==> src/rtl/atm_balance_arbiter_pkg.sv <==
// Shared types and defaults for the ATM balance arbiter.
// States, transaction type codes and default widths.
package atm_pkg;

   typedef enum logic [1:0] {
      IDLE = 2'd0,
      EXEC = 2'd1,
      RESP = 2'd2
   } state_t;

   localparam logic DEPOSITO = 1'b0;
   localparam logic RETIRO   = 1'b1;

   localparam int AMT_W_DEF = 32;
   localparam int BAL_W_DEF = 64;

   localparam logic [63:0] INIT_BALANCE_DEF = 64'd150000;

endpackage

==> src/rtl/atm_balance_arbiter_if.sv <==
// Session-side bus of the ATM balance arbiter.
// master = sessions, slave = arbiter.
interface atm_balance_arbiter_if
   import atm_pkg::*;
#(
   parameter int N_REQ = 4,
   parameter int AMT_W = AMT_W_DEF,
   parameter int BAL_W = BAL_W_DEF
);

   logic [N_REQ-1:0]       REQ;
   logic [N_REQ-1:0]       TIPO;
   logic [N_REQ*AMT_W-1:0] MONTO;
   logic                   HOLD;
   logic [N_REQ-1:0]       GRANT;
   logic [N_REQ-1:0]       ACK;
   logic                   RES_OK;
   logic                   RES_INSUF;
   logic                   RES_OVF;
   logic [BAL_W-1:0]       BALANCE;
   logic                   BUSY;

   modport master (
      output REQ, TIPO, MONTO, HOLD,
      input  GRANT, ACK, RES_OK, RES_INSUF,
      input  RES_OVF, BALANCE, BUSY
   );

   modport slave (
      input  REQ, TIPO, MONTO, HOLD,
      output GRANT, ACK, RES_OK, RES_INSUF,
      output RES_OVF, BALANCE, BUSY
   );

endinterface

==> src/rtl/atm_balance_arbiter_rr.sv <==
// Combinational round-robin pick: first request at or after ptr.
// Search wraps modulo N_REQ.
module rr_arbiter #(
   parameter  int N_REQ = 4,
   localparam int IDX_W = $clog2(N_REQ)
) (
   input  logic [N_REQ-1:0] req,
   input  logic [IDX_W-1:0] ptr,
   output logic [N_REQ-1:0] gnt,
   output logic [IDX_W-1:0] idx,
   output logic             any
);

   int c;

   always_comb begin
      gnt = '0;
      idx = '0;
      any = 1'b0;
      c   = 0;
      for (int k = 0; k < N_REQ; k++) begin
         c = int'(ptr) + k;
         if (c >= N_REQ) c = c - N_REQ;
         if (!any && req[c]) begin
            any    = 1'b1;
            gnt[c] = 1'b1;
            idx    = IDX_W'(c);
         end
      end
   end

endmodule

==> src/rtl/atm_balance_arbiter.sv <==
// Atomic deposit/withdrawal on one shared balance, round-robin
// among N_REQ sessions, one transaction every 3 cycles.
module atm_balance_arbiter
   import atm_pkg::*;
#(
   parameter int               N_REQ        = 4,
   parameter int               AMT_W        = AMT_W_DEF,
   parameter int               BAL_W        = BAL_W_DEF,
   parameter logic [BAL_W-1:0] INIT_BALANCE = INIT_BALANCE_DEF
) (
   input logic                  CLK,
   input logic                  RESET,
   atm_balance_arbiter_if.slave bus
);

   localparam int IDX_W = $clog2(N_REQ);

   state_t           state_q, state_d;
   logic [IDX_W-1:0] ptr_q, w_q, idx;
   logic [N_REQ-1:0] gnt, grant_q, ack_q;
   logic             any, tipo_q;
   logic [AMT_W-1:0] monto_q, monto_sel;
   logic [BAL_W-1:0] bal_q, mz, diff;
   logic [BAL_W:0]   sum;
   logic             ok_q, insuf_q, ovf_q, insuf;

   rr_arbiter #(.N_REQ(N_REQ)) u_rr (
      .req (bus.REQ),
      .ptr (ptr_q),
      .gnt (gnt),
      .idx (idx),
      .any (any)
   );

   always_comb begin
      state_d   = state_q;
      monto_sel = bus.MONTO[int'(idx)*AMT_W +: AMT_W];
      mz        = {{(BAL_W-AMT_W){1'b0}}, monto_q};
      sum       = {1'b0, bal_q} + {1'b0, mz};
      diff      = bal_q - mz;
      insuf     = mz > bal_q;
      unique case (state_q)
         IDLE:    if (!bus.HOLD && any) state_d = EXEC;
         EXEC:    state_d = RESP;
         RESP:    state_d = IDLE;
         default: state_d = IDLE;
      endcase
   end

   always_ff @(posedge CLK or negedge RESET) begin
      if (!RESET) state_q <= IDLE;
      else        state_q <= state_d;
   end

   always_ff @(posedge CLK or negedge RESET) begin
      if (!RESET) begin
         ptr_q   <= '0;
         w_q     <= '0;
         tipo_q  <= DEPOSITO;
         monto_q <= '0;
         grant_q <= '0;
         ack_q   <= '0;
         ok_q    <= 1'b0;
         insuf_q <= 1'b0;
         ovf_q   <= 1'b0;
         bal_q   <= INIT_BALANCE;
      end else begin
         unique case (state_q)
            IDLE: if (state_d == EXEC) begin
               w_q     <= idx;
               tipo_q  <= bus.TIPO[idx];
               monto_q <= monto_sel;
               grant_q <= gnt;
            end
            EXEC: begin
               ack_q <= grant_q;
               if (tipo_q == RETIRO) begin
                  if (insuf) insuf_q <= 1'b1;
                  else begin
                     bal_q <= diff;
                     ok_q  <= 1'b1;
                  end
               // carry out of BAL_W bits means overflow
               end else if (sum[BAL_W]) ovf_q <= 1'b1;
               else begin
                  bal_q <= sum[BAL_W-1:0];
                  ok_q  <= 1'b1;
               end
            end
            RESP: begin
               ack_q   <= '0;
               grant_q <= '0;
               ok_q    <= 1'b0;
               insuf_q <= 1'b0;
               ovf_q   <= 1'b0;
               ptr_q   <= (int'(w_q) == N_REQ-1) ? '0 : w_q + 1'b1;
            end
            default: ;
         endcase
      end
   end

   assign bus.GRANT     = grant_q;
   assign bus.ACK       = ack_q;
   assign bus.RES_OK    = ok_q;
   assign bus.RES_INSUF = insuf_q;
   assign bus.RES_OVF   = ovf_q;
   assign bus.BALANCE   = bal_q;
   assign bus.BUSY      = (state_q != IDLE);

endmodule

==> src/flat_wrapper.sv <==
// flat-port wrapper written by rule: the top's interface ports become plain ports
module atm_balance_arbiter_flat import atm_pkg::*;
#(
   parameter int               N_REQ        = 4,
   parameter int               AMT_W        = AMT_W_DEF,
   parameter int               BAL_W        = BAL_W_DEF,
   parameter logic [BAL_W-1:0] INIT_BALANCE = INIT_BALANCE_DEF
)
  (CLK, RESET, bus_REQ, bus_TIPO, bus_MONTO, bus_HOLD, bus_GRANT, bus_ACK, bus_RES_OK, bus_RES_INSUF, bus_RES_OVF, bus_BALANCE, bus_BUSY);
  atm_balance_arbiter_if #(.N_REQ(N_REQ), .AMT_W(AMT_W), .BAL_W(BAL_W)) bus_i ();
  input logic CLK;
  input logic RESET;
  input wire logic [$bits(bus_i.REQ)-1:0] bus_REQ;
  input wire logic [$bits(bus_i.TIPO)-1:0] bus_TIPO;
  input wire logic [$bits(bus_i.MONTO)-1:0] bus_MONTO;
  input wire logic [$bits(bus_i.HOLD)-1:0] bus_HOLD;
  output wire logic [$bits(bus_i.GRANT)-1:0] bus_GRANT;
  output wire logic [$bits(bus_i.ACK)-1:0] bus_ACK;
  output wire logic [$bits(bus_i.RES_OK)-1:0] bus_RES_OK;
  output wire logic [$bits(bus_i.RES_INSUF)-1:0] bus_RES_INSUF;
  output wire logic [$bits(bus_i.RES_OVF)-1:0] bus_RES_OVF;
  output wire logic [$bits(bus_i.BALANCE)-1:0] bus_BALANCE;
  output wire logic [$bits(bus_i.BUSY)-1:0] bus_BUSY;
  assign bus_i.REQ = bus_REQ;
  assign bus_i.TIPO = bus_TIPO;
  assign bus_i.MONTO = bus_MONTO;
  assign bus_i.HOLD = bus_HOLD;
  assign bus_GRANT = bus_i.GRANT;
  assign bus_ACK = bus_i.ACK;
  assign bus_RES_OK = bus_i.RES_OK;
  assign bus_RES_INSUF = bus_i.RES_INSUF;
  assign bus_RES_OVF = bus_i.RES_OVF;
  assign bus_BALANCE = bus_i.BALANCE;
  assign bus_BUSY = bus_i.BUSY;
  atm_balance_arbiter #(.N_REQ(N_REQ), .AMT_W(AMT_W), .BAL_W(BAL_W), .INIT_BALANCE(INIT_BALANCE)) u_core (.CLK(CLK), .RESET(RESET), .bus(bus_i));
endmodule
==> config.mk <==
export PLATFORM = sky130hd
export DESIGN_NAME = atm_balance_arbiter_flat
export DESIGN_NICKNAME = d
export VERILOG_FILES = /design/src/rtl/atm_balance_arbiter_pkg.sv /design/src/rtl/atm_balance_arbiter_if.sv /design/src/rtl/atm_balance_arbiter_rr.sv /design/src/rtl/atm_balance_arbiter.sv /design/src/flat_wrapper.sv
export SDC_FILE = /design/constraint.sdc
export NUM_CORES = 1
export LEC_CHECK = 0
export ABC_AREA = 1
export CELL_PAD_IN_SITES_DETAIL_PLACEMENT = 1
export CELL_PAD_IN_SITES_GLOBAL_PLACEMENT = 2
export CORE_MARGIN = 2
export CORE_UTILIZATION = 30
export DETAILED_ROUTE_END_ITERATION = 8
export GPL_TIMING_DRIVEN = 0
export PLACE_DENSITY = 0.85
export SLEW_MARGIN = 20
export SYNTH_ARGS = -nofsm -noshare
export SYNTH_HDL_FRONTEND = slang
export SYNTH_SLANG_ARGS = --single-unit
==> constraint.sdc <==
create_clock -name CLK -period 4.4 [get_ports CLK]
set_clock_uncertainty 0.15 [all_clocks]
set_input_delay 0.66 -clock CLK [delete_from_list [all_inputs] [get_ports CLK]]
set_output_delay 0.66 -clock CLK [all_outputs]
set_load 0.02 [all_outputs]
==> flow_summary.json, run 1 <==
{
  "die_width_um": 222,
  "worstSkewPairLatency_ns": 0.48,
  "leakagePower_nw": 9.55,
  "grt_pass1_wl_mm": 105,
  "post_synth.cell_area_avg_um2": 5.43,
  "syn_area_um2": 14200,
  "status": "complete, but fails checks",
  "grt_usage_pct": 28.4,
  "start_kind": "flip-flop",
  "clockRootBuffer": "clkbuf_16",
  "synth_flop_cell": "dfrtp_1",
  "num_rows": 79,
  "min_path_type": "reg2reg",
  "period_needed_ns": 3.62,
  "rsz0062_at_grt": "no",
  "cts_buffers": 17,
  "grt_pass1_vias": 17800,
  "wl_per_cell_um": 19.9,
  "place_congestion": 0.977,
  "drv_slew": 0,
  "die_h_um": 222,
  "dp_hpwl_mm": 58.9,
  "grt_max_degree": 72,
  "failed_checks": "DRC",
  "hold_violations": 0,
  "worstPathCellList": "inv_1 -> ha_1 -> inv_1 -> fa_1 -> nand3_1 -> nand3_1 -> nand2_1 -> nand2_1 -> inv_2 -> o21bai_2 -> nand2_1 -> nand3_2 -> nand2_2 -> nand2_4 -> clkbuf_1 -> nand2_1 -> nand2_1",
  "syn-num-nets": 2832,
  "initial_core_util_pct": 30.5,
  "clockBufferDepth": 2,
  "path_clk_slew_ns": 0.06,
  "antenna_found_initial": 0,
  "syn_inst": 2619,
  "crit_type": "reg2reg",
  "boundaryPins": 215,
  "fill_cells": 6474,
  "nets": 3067,
  "slew-limit-headroom_pct": 28.6,
  "dr_total_vias": 17200,
  "core_um2": 46700,
  "viasPerCell": 4.95,
  "ys_seq_elements": 114,
  "postCtsSetupRepairBufs": 0,
  "peakVddDrop_mv": 0.432,
  "cp_slowest_cell": "clkbuf_1",
  "cp_slowest_stage_delay_ns": 0.60,
  "antenna-diode-count": 0,
  "drt_first_pass_iters": 7,
  "setup-violations-final": 0,
  "cp_common_cell": "nand2_1",
  "post-route-drc-count": 2,
  "final_cell_mix": "nand2_1, inv_1, nand3_1",
  "critPathArrivalTime_ns": 3.88,
  "drive_gt1_share_pct": 6.42,
  "dp_worst_setup_slack_ns": 0.761,
  "finalCritPeriodShare_pct": 82.3,
  "cp_max_fo": 10,
  "ys_seq_area_share_pct": 20.1,
  "cp_data_required_time_ns": 4.66,
  "cts_tree": "yes",
  "multiInputGateArea_um2": 9270,
  "hold_ws_ns": 0.337,
  "synth_edf_count": 0,
  "ys_async_sr_fraction_pct": 100,
  "dr.first_iter.drc_count": 904,
  "synth_warnings": 0,
  "clock_sinks": 114,
  "final.setup.worst_slack_ns": 0.779,
  "tightest_slew_ns": 1.07,
  "power_density_nw_per_um2": 939,
  "final_common_cell": "nand2_1",
  "overflow": 0,
  "drtAntennaViolNets": 0,
  "routed_wl_mm": 69.2,
  "endpoint_kind": "flip-flop",
  "io_buffers": 214,
  "dieArea_um2": 49200,
  "synth_cell_types": 48,
  "htree_levels": 4,
  "area_growth_pct": 25.2,
  "seq_area_um2": 2860,
  "fmax_mhz": 276,
  "drv_cap": 0
}
metrics by stage:
stage	total power, mW	area, um2	utilization, %	cells	TNS, ns
finish	16.7	17800	38.2	3474	0
global route	18.3	17800	38.2	3474	0
CTS	16.7	17800	38.2	3474	0
detailed placement	15.1	17200	36.8	3441	0
global placement	14.8	17100	36.7	3440	-269.64
floorplan	10.2	14200	-	2619	0
final timing paths:
path                                       startpoint                endpoint  slack, ns  cells after the start
worst min-delay path                u_core.bus.ACK[0]       u_core.bus.ACK[0]       0.34                      2
max in group asynchronous                       RESET  u_core.bus.BALANCE[17]       2.85                      3
min in group asynchronous                       RESET  u_core.bus.BALANCE[43]       0.51                      2
worst max register to register  u_core.bus.BALANCE[0]  u_core.bus.BALANCE[44]       0.78                     17
worst max-delay path            u_core.bus.BALANCE[0]  u_core.bus.BALANCE[44]       0.78                     17
worst min register to register      u_core.bus.ACK[0]       u_core.bus.ACK[0]       0.34                      2
cells by family (layout without fill, tap and decap cells):
kind of cell / after synthesis / in the layout / synth area share [%]
buffers and inverters: 515 / 763 / 14.7
AOI/OAI and AO/OA: 157 / 157 / 6.24
and+or+nand+nor: 1738 / 1738 / 51.0
DFF: 114 / 114 / 20.1
adders and majority gates: 74 / 74 / 6.62
xor gates and xnor gates: 21 / 21 / 1.29
worst max-delay path: cells and delay by family, from the launching register on:
family / cells / cell delay, ns
adder cells (fa/ha/maj): 2 / 0.53
AND/OR/NAND/NOR: 10 / 1.29
AO/OA/AOI/OAI: 1 / 0.32
flip-flops: 1 / 0.40
buffers and inverters: 4 / 0.85
power by group:
part           internal [mW]  switching (mW)  leakage, nW
logic                   3.81            9.16         7.81
clock network          0.951           0.610        0.302
registers               1.55           0.639         1.44
total                   6.31            10.4         9.55
synth_stat cells (2+ instances only):
cell type / instances / area, um2
o21bai_1: 4 / 30.0
o22ai_1: 4 / 25.0
nand3_1: 229 / 1150
nor3b_1: 2 / 15.0
o21ai_0: 58 / 290
o21ai_2: 15 / 131
nand3_2: 2 / 20.0
xor2_1: 17 / 149
nor2_2: 14 / 87.6
and2_1: 5 / 31.3
nand2_1: 1152 / 4320
a31oi_1: 2 / 12.5
buf_2: 48 / 240
buf_6: 10 / 113
ha_1: 72 / 901
nor3_1: 31 / 155
inv_2: 26 / 97.6
nor4_1: 9 / 56.3
o21ai_1: 20 / 100
buf_1: 5 / 18.8
a21oi_1: 45 / 225
dfstp_2: 8 / 210
nor2_8: 2 / 40.0
or2_2: 3 / 18.8
nor2_4: 3 / 33.8
xnor2_1: 4 / 35.0
nand3b_1: 12 / 90.1
o211ai_1: 4 / 30.0
clkbuf_1: 22 / 82.6
fa_1: 2 / 40.0
dfrtp_1: 106 / 2650
clkinv_1: 2 / 7.51
buf_4: 5 / 37.5
inv_1: 396 / 1490
nand4_1: 59 / 369
nand2_2: 6 / 37.5
nor2_1: 204 / 766
area by class of cell:
cell class / count / area share, %
Clock buffer: 17 / 2.39
Inverter: 425 / 8.98
Sequential cell: 114 / 16.1
Multi-Input combinational cell: 1990 / 52.1
Tap cell: 607 / 4.27
Clock inverter: 15 / 1.17
Timing Repair Buffer: 216 / 12.3
Buffer: 90 / 2.77
flip-flops by register name, summed over array words and instances (netlist names):
register              flops
u_core.w_q                2
u_core.bus.ACK            4
u_core.state_q            2
u_core.bus.RES_OK         1
u_core.tipo_q             1
u_core.bus.RES_OVF        1
u_core.bus.GRANT          4
u_core.ptr_q              2
u_core.monto_q           32
u_core.bus.BALANCE       64
u_core.bus.RES_INSUF      1
timing repair:
| action | CTS | global route |
|---|---|---|
| hold buffers | 1 | 0 |
| gates resized for setup | 0 | 0 |
| setup endpoints to repair | 0 | 0 |
| endpoints found under the hold margin | 43 | 0 |
metal layers:
layer | part of all wire, % | vias to the layer above | GRT usage, %
li1 | - | 8514 | -
met2 | 45 | 409 | 46.4
met5 | 0 | - | 0
met4 | 3.9 | 0 | 11.4
met3 | 5.6 | 94 | 5.80
met1 | 46 | 8163 | 36.6
No activity file was read; power rests on OpenSTA's default activity.
==> inputs of run 2 (changes only) <==
--- a/config.mk
+++ b/config.mk
@@ -9,10 +9,10 @@
 export CELL_PAD_IN_SITES_DETAIL_PLACEMENT = 1
 export CELL_PAD_IN_SITES_GLOBAL_PLACEMENT = 2
 export CORE_MARGIN = 2
-export CORE_UTILIZATION = 30
+export CORE_UTILIZATION = 28
 export DETAILED_ROUTE_END_ITERATION = 8
 export GPL_TIMING_DRIVEN = 0
-export PLACE_DENSITY = 0.85
+export PLACE_DENSITY = 0.8
 export SLEW_MARGIN = 20
 export SYNTH_ARGS = -nofsm -noshare
 export SYNTH_HDL_FRONTEND = slang
==> constraint.sdc (replaced) <==
create_clock -name CLK -period 3.65 [get_ports CLK]
set_clock_uncertainty 0.15 [all_clocks]
set_input_delay 0.5475 -clock CLK [delete_from_list [all_inputs] [get_ports CLK]]
set_output_delay 0.5475 -clock CLK [all_outputs]
set_load 0.02 [all_outputs]
==> flow_summary.json, run 2 (synthesis results as in run 1) <==
{
  "post-route-drc-count": 0,
  "grt_pass1_vias": 17900,
  "switchingPower_mw": 12.6,
  "internal-power_mw": 7.52,
  "drive_gt1_share_pct": 6.49,
  "overflow": 0,
  "hold_ws_ns": 0.340,
  "hold_path_depth": 2,
  "antenna-diode-count": 0,
  "hold_violations": 0,
  "boundaryPins": 215,
  "die_width_um": 229,
  "dr_total_vias": 17300,
  "p_seq_share_pct": 13.1,
  "power_density_nw_per_um2": 1130,
  "clock_sinks": 114,
  "cp_max_fo": 10,
  "clockRootBuffer": "clkbuf_16",
  "r2r_cells": 16,
  "final_cell_mix": "nand2_1, inv_1, nand3_1",
  "critPathArrivalTime_ns": 3.70,
  "switching_share_pct": 62.7,
  "setup-violations-final": 0,
  "min_path_type": "reg2reg",
  "drv_slew": 0,
  "area_growth_pct": 25.7,
  "min-delay-start": "u_core.bus.ACK[0]",
  "postCtsSetupRepairBufs": 0,
  "place_congestion": 0.954,
  "worstPathCellList": "ha_1 -> inv_1 -> fa_2 -> nand3_1 -> nand3_1 -> nand2_1 -> nand2_1 -> inv_2 -> o21bai_4 -> nand2_1 -> nand3_2 -> nand2_2 -> nand2_4 -> clkbuf_4 -> nand3_1 -> nand2_1",
  "wl_per_cell_um": 20.1,
  "dieArea_um2": 52600,
  "status": "complete, no violations",
  "drt_first_pass_iters": 5,
  "period_needed_ns": 3.44,
  "cp_common_cell": "nand2_1",
  "combPwrFrac_pct": 78.1,
  "grt_pass1_wl_mm": 108,
  "largest_reg_flops": 64,
  "grt_max_degree": 78,
  "htree_levels": 4,
  "cp_slowest_cell": "dfrtp_1",
  "clockBufferDepth": 2,
  "cts_tree": "yes",
  "peakVddDrop_mv": 0.448,
  "dr.first_iter.drc_count": 971,
  "die_h_um": 229,
  "num_rows": 82,
  "slew-limit-headroom_pct": 28.4,
  "r2r-start": "u_core.monto_q[0]",
  "crit_type": "reg2reg",
  "core_um2": 50200,
  "fill_cells": 6810,
  "nets": 3067,
  "endpoint_kind": "flip-flop",
  "finalCritPeriodShare_pct": 94.4,
  "cp_slowest_stage_delay_ns": 0.45,
  "rsz0062_at_grt": "no",
  "viasPerCell": 4.88,
  "cts_buffers": 17,
  "critPathLaunch": "u_core.monto_q[0]",
  "dp_hpwl_mm": 60.6,
  "drtAntennaViolNets": 0,
  "leakagePower_nw": 9.54,
  "antenna_found_initial": 0,
  "drv_cap": 0,
  "final_common_cell": "nand2_1",
  "clockPowerShare_pct": 8.8,
  "start_kind": "flip-flop",
  "initial_core_util_pct": 28.3,
  "routed_wl_mm": 71.0,
  "io_buffers": 214,
  "path_clk_slew_ns": 0.06,
  "power_mw": 20.2,
  "cp_data_required_time_ns": 3.91,
  "worstSkewPairLatency_ns": 0.48,
  "grt_usage_pct": 27.3,
  "fmax_mhz": 290,
  "tightest_slew_ns": 1.07
}
run 2: changes by cell type in the layout (fill, tap and decap cells not counted), moves of 2 or more:
cell       delta
buf_2         -4
buf_4         +2
bufinv_16     -2
clkbuf_4      +2
clkinv_2      -2
inv_6         +2
run 2: layout make-up:
class	count	area [um2]	share of cell area [%]
plain buffers	90	503	2.81
clock buffers	17	425	2.38
clock inverters	15	175	0.980
inverters	425	1600	8.94
multi-input cells	1990	9280	51.9
flip-flops and latches	114	2860	16.0
well taps	672	841	4.70
repair buffers	216	2180	12.2
run 2: stage by stage:
step	instance area, um2	utilization [%]	TNS [ns]	instances	setup WS (ns)
after CTS	17900	35.6	0	3539	0.0637
after detailed placement	17200	34.4	-0.590	3506	-0.140
final	17900	35.6	0	3539	0.205
after global routing	17900	35.6	0	3539	0.0593
after floorplan	14200	-	0	2619	1.07
after global placement	17200	34.3	-359.81	3505	-3.30
run 2: worst max-delay path: cells and delay by family (launching register included):
| family | cells | cell delay [ns] |
|---|---|---|
| buf+inv | 3 | 0.52 |
| flops | 1 | 0.45 |
| fa+ha+maj | 2 | 0.55 |
| compound gates | 1 | 0.23 |
| simple gates | 10 | 1.44 |
run 2: final timing paths:
kind	slack, ns	to
setup / recovery	0.21	u_core.bus.BALANCE[27]
hold / removal	0.34	u_core.bus.ACK[0]
setup reg to reg	0.21	u_core.bus.BALANCE[27]
hold reg to reg	0.34	u_core.bus.ACK[0]
max in group asynchronous	2.19	u_core.w_q[1]
min in group asynchronous	0.38	u_core.bus.BALANCE[1]
run 2: power by group through the flow:
stage          clock network, mW  logic (mW)  registers, mW
6_report                    1.78        15.7           2.64
5_1_grt                     1.88        17.4           2.72
4_1_cts                     1.84        15.7           2.64
3_5_place_dp                   0        15.6           2.65
3_3_place_gp                   0        15.4           2.62
2_1_floorplan                  0        9.56           2.71
run 2: routing by layer:
layer	vias up	global-route usage, %	part of all wire [%]
met5	-	0	0
met4	0	8.28	2.7
met3	84	4.62	4.9
met2	392	45.6	46
met1	8287	36.0	46
li1	8509	-	-
run 2: what timing repair did:
item,CTS,global route
hold buffers,1,0
endpoints found under the setup margin,12,43
pin swaps,0,0
gates resized for setup,3,5
endpoints found under the hold margin,37,0
